<file path="src/rtl/pipe_hazard_ctrl.sv">
// Pipeline enable/flush sequencer for the 5-stage core (load-use, branch flush, memory wait, watchdog trap); PIPE_PERF_CNT_EN adds perf counters.
// Zero-cycle latency: controls are combinational; a memory wait freezes every stage; a hung access traps until reset.
module pipe_hazard_ctrl #(
    parameter int MEM_TIMEOUT = 16,
    parameter int CNT_W       = 32
) (
    input  logic             clk,
    input  logic             rst,
    input  logic [4:0]       id_rs,
    input  logic [4:0]       id_rt,
    input  logic             id_uses_rt,
    input  logic             ex_mem_read,
    input  logic [4:0]       ex_rt,
    input  logic             ex_branch_taken,
    input  logic             mem_req,
    input  logic             mem_ready,
    output logic             pc_en,
    output logic             ifid_en,
    output logic             idex_en,
    output logic             exmem_en,
    output logic             memwb_en,
    output logic             ifid_flush,
    output logic             idex_flush,
    output logic             trap,
    output logic [CNT_W-1:0] stall_cycles,
    output logic [CNT_W-1:0] flush_events
);

    typedef enum logic [1:0] {
        RUN      = 2'd0,
        MEM_WAIT = 2'd1,
        TRAP     = 2'd2
    } state_t;

    localparam logic [7:0] WCNT_LAST = 8'(MEM_TIMEOUT - 1);

    state_t     state, state_nxt;
    logic [7:0] wcnt, wcnt_nxt;
    logic       mem_wait;
    logic       load_use;

    assign mem_wait = mem_req & ~mem_ready;

    // $0 is hard-wired zero, so a load targeting it never creates a dependency
    assign load_use = ex_mem_read && (ex_rt != 5'd0) &&
                      ((ex_rt == id_rs) || (id_uses_rt && (ex_rt == id_rt)));

    always_ff @(posedge clk or posedge rst) begin
        if (rst) begin
            state <= RUN;
            wcnt  <= 8'd0;
        end else begin
            state <= state_nxt;
            wcnt  <= wcnt_nxt;
        end
    end

    always_comb begin
        state_nxt  = state;
        wcnt_nxt   = wcnt;
        pc_en      = 1'b0;
        ifid_en    = 1'b0;
        idex_en    = 1'b0;
        exmem_en   = 1'b0;
        memwb_en   = 1'b0;
        ifid_flush = 1'b0;
        idex_flush = 1'b0;
        trap       = 1'b0;
        case (state)
            RUN, MEM_WAIT: begin
                if (mem_wait) begin
                    wcnt_nxt  = wcnt + 8'd1;
                    state_nxt = (wcnt == WCNT_LAST) ? TRAP : MEM_WAIT;
                end else begin
                    state_nxt = RUN;
                    wcnt_nxt  = 8'd0;
                    if (ex_branch_taken) begin
                        pc_en      = 1'b1;
                        ifid_en    = 1'b1;
                        idex_en    = 1'b1;
                        exmem_en   = 1'b1;
                        memwb_en   = 1'b1;
                        ifid_flush = 1'b1;
                        idex_flush = 1'b1;
                    end else if (load_use) begin
                        idex_en    = 1'b1;
                        exmem_en   = 1'b1;
                        memwb_en   = 1'b1;
                        idex_flush = 1'b1;
                    end else begin
                        pc_en    = 1'b1;
                        ifid_en  = 1'b1;
                        idex_en  = 1'b1;
                        exmem_en = 1'b1;
                        memwb_en = 1'b1;
                    end
                end
            end
            TRAP: begin
                trap = 1'b1;
            end
            default: begin
                state_nxt = RUN;
                wcnt_nxt  = 8'd0;
            end
        endcase
        if (rst) begin
            pc_en      = 1'b0;
            ifid_en    = 1'b0;
            idex_en    = 1'b0;
            exmem_en   = 1'b0;
            memwb_en   = 1'b0;
            ifid_flush = 1'b0;
            idex_flush = 1'b0;
            trap       = 1'b0;
        end
    end

`ifdef PIPE_PERF_CNT_EN
    logic [CNT_W-1:0] stall_q, flush_q;

    always_ff @(posedge clk or posedge rst) begin
        if (rst) begin
            stall_q <= '0;
            flush_q <= '0;
        end else begin
            if (!pc_en && (state != TRAP) && (stall_q != '1))
                stall_q <= stall_q + CNT_W'(1);
            // ifid_flush is only raised by a taken-branch flush
            if (ifid_flush && (flush_q != '1))
                flush_q <= flush_q + CNT_W'(1);
        end
    end

    assign stall_cycles = stall_q;
    assign flush_events = flush_q;
`else
    assign stall_cycles = '0;
    assign flush_events = '0;
`endif

endmodule

</file>
<file path="config.mk">
export PLATFORM = sky130hd
export DESIGN_NAME = pipe_hazard_ctrl
export DESIGN_NICKNAME = d
export VERILOG_FILES = /design/src/rtl/pipe_hazard_ctrl.sv
export SDC_FILE = /design/constraint.sdc
export NUM_CORES = 1
export LEC_CHECK = 0
export CAP_MARGIN = 40
export CORE_MARGIN = 5
export CORE_UTILIZATION = 55
export CTS_CLUSTER_DIAMETER = 120
export DETAILED_ROUTE_END_ITERATION = 16
export DONT_BUFFER_PORTS = 1
export MAX_ROUTING_LAYER = met4
export PLACE_DENSITY = 0.7
export SYNTH_ARGS = -nofsm -noshare
export SYNTH_HDL_FRONTEND = slang
export SYNTH_SLANG_ARGS = --single-unit
export TNS_END_PERCENT = 50
</file>
<file path="constraint.sdc">
create_clock -name clk -period 2.02 [get_ports clk]
set_input_delay 0.404 -clock clk [delete_from_list [all_inputs] [get_ports clk]]
set_output_delay 0.404 -clock clk [all_outputs]
set_load 0.05 [all_outputs]
</file>
==> impl_metrics.csv <==
group,metric,value,unit
drt,routedWlPerCell,12.2,um
yosys,syn_inst,142,
grt,grt_use_met2,21.4,%
grt,grt_util_met1,13.1,%
sta,timing.final.max_slew_violations,0,
pwr,p_comb_share,51.6,%
pwr,power.leakage,0.556,nW
clock_tree,hold_buffers,0,
place,dp.final_hpwl,1780,um
clock_tree,cts_max_path_buffers,2,
die,initial_utilization,58.7,%
yosys,synth_edf_count,0,
yosys,synth_compound_area_share,12.1,%
grt,grt_pass1_vias,669,
sta,rsz0062_at_grt,"no",
setup_path,start_kind,"flip-flop",
grt,gr-total-overflow,0,
clock_tree,clock_latency,0.26,ns
die,coreArea,2000,um^2
yosys,synth_top_family_by_area,"buffers and inverters",
drt,dr.pass1.iters,4,
cells_and_area,seqCellArea,251,um^2
yosys,yosys.area_share.simple,12.7,%
clock_tree,cts_root_buf,"clkbuf_4",
die,die_w,56.2,um
drt,drc,0,
die,io_pins,94,
sta,skew,0.00468,ns
grt,grt_pass1_wl,3170,um
pwr,ir_worst_vdd,389,uV
cells_and_area,drive_above_1_share,11.8,%
yosys,synth_fa_ha_area_share,1.06,%
yosys,yosysTopAreaCell,"buf_4",
drt,drt_iter0_drc,22,
run,drv_cap,0,
setup_path,ff2ff_path_depth,5,
setup_path,critPathCaptureType,"primary output",
grt,met3_usage,4.41,%
setup_path,rrSetupSlack,0.54,ns
yosys,synth.distinct_cells,32,
clock_tree,clock-sinks,10,
yosys,yosysMostFrequentCell,"buf_4",
pwr,internal_power,0.000307,W
yosys,ys_seq_area_share,21.3,%
setup_path,crit_type,"reg2out",
pwr,powerDensity,663,nW/um^2
clock_tree,cts_tree,"built",
place,routabilityCongestion,0.780,
setup_path,path_max_fanout,2,
pwr,seq_power_share,29.6,%
cells_and_area,multiInputGateArea,686,um^2
yosys,synth.cell_area,1180,um^2
cells_and_area,final_cell_area,1050,um^2
place,placed_cell_area,1010,um^2
yosys,ys_top_cells_by_area,"buf_4, dfrtp_1, xor2_1",
drt,antenna_left,0,
yosys,yosys_warnings,0,
setup_path,rr_startpoint,"state[1]$_DFFE_PP0P_",
yosys,synth_xor_area_share,8.19,%
sta,min_period,1.97,ns
status,status,"finished, final reports clean",
clock_tree,numCtsBuffers,3,
sta,fmax,509,MHz
drt,totalWireLength,2080,um
yosys,synth_seq_cells,10,
drt,viasPerCell,4.29,
setup_path,cp.arrival,1.56,ns
setup_path,worstPathRequired,1.62,ns
clock_tree,h-tree-depth,1,
sta,post-route-period-util,97.3,%
yosys,synth_common_cells,"buf_4, o21ai_0, dfrtp_1",
yosys,ys.flop_type,"dfrtp_1",
pwr,clkPwrFrac,18.7,%
yosys,synth_top_area_share,42.8,%
yosys,avgSynthCellArea,8.28,um^2
setup_path,cp-startpoint,"state[1]$_DFFE_PP0P_",
cells_and_area,antenna_cells,0,
cells_and_area,syn_to_final_growth,-11.0,%
grt,grt_max_degree,12,
clock_tree,clk_pin_slew,0.06,ns
grt,track_usage,12.4,%
setup_path,r2r-end,"wcnt[7]$_DFFE_PP0P_",
sta,finalHoldViolations,0,
cells_and_area,fill_cells,198,
yosys,ys_async_sr_fraction,100,%
drt,vias,733,
die,num_rows,16,
hold_path,min-delay-path-class,"in2async",
grt,top_usage_layer,"met2",
pwr,p_sw_share,55.8,%
cells_and_area,fin_util,52.3,%
cells_and_area,nets,169,
pwr,p_switching,0.000387,W
yosys,yosys-mux-area-fraction,0,%
place,port_buffers,0,
die,die_area,3160,um^2
die,chipHeight,56.2,um
sta,setup_viol,0,
grt,antenna_found_initial,0,
-- worst max-delay path: stages (launching register included) --
cell and delay, ns:
dfrtp_2 0.40, or4_4 0.54, o21bai_4 0.35
-- flip-flops by register name, indices dropped and copies added (netlist names) --
| name | count |
|---|---|
| wcnt | 8 |
| state | 2 |
-- cells by family after synthesis --
| family | Yosys count |
|---|---|
| buf+inv | 70 |
| simple gates | 27 |
| compound gates | 22 |
| xor+xnor | 11 |
| flops | 10 |
| fa+ha+maj | 1 |
| other cells | 1 |
-- how the worst max path moves through the flow --
| stage | end | depth (start not counted) |
|---|---|---|
| CTS | idex_flush | 2 |
| finish | idex_flush | 2 |
| floorplan | idex_flush | 4 |
| global route | idex_flush | 2 |
| detailed placement | pc_en | 4 |
| global placement | pc_en | 4 |
-- metal layers --
layer,up-vias,part of all wire [%]
met5,-,0
met4,0,0.87
met3,2,16
met2,62,50
met1,324,33
li1,345,-
-- layout make-up --
type	instances	share of cell area, %
timing repair buffer	5	4.78
inverter	1	0.358
clock buffer	3	2.15
sequential	10	24.0
tap	27	3.23
multi-input combinational	125	65.5
-- timing repair --
item,in CTS,in global routing
resized for setup,2,0
setup buffers,1,0
endpoints found under the setup margin,1,0
-- power groups by stage --
stage | clock network [W] | logic, W | registers (W)
global route | 0.000149 | 0.000371 | 0.000206
floorplan | 0 | 0.000443 | 0.000209
detailed placement | 0 | 0.000353 | 0.000209
CTS | 0.000135 | 0.000354 | 0.000205
finish | 0.000130 | 0.000358 | 0.000206
global placement | 0 | 0.000351 | 0.000209
-- layout by cell type (no fill, tap or decap), drive strengths merged, types with 2 or more instances in the layout --
master and n:
nor2b 2, and2 2, nor3 2, nand2 9, xor2 9, dfrtp 10, conb 64, nor2 2
xnor2 2, and3 2, a21oi 2, buf 5, nor4 2, o21ai 12, clkbuf 3, or4 2
-- stage by stage --
stage | power (W) | setup TNS (ns) | hold WS, ns | setup WS (ns) | std cells
2_1_floorplan | 0.000652 | -0.0753 | 0.244 | -0.0524 | 205
3_3_place_gp | 0.000560 | 0 | 0.288 | 0.110 | 167
3_5_place_dp | 0.000562 | 0 | 0.296 | 0.101 | 167
4_1_cts | 0.000695 | 0 | 0.0128 | 0.0514 | 171
5_1_grt | 0.000726 | 0 | 0.0289 | 0.0124 | 171
6_report | 0.000694 | 0 | 0.000681 | 0.0537 | 171
(Power assumes the default switching activity.)
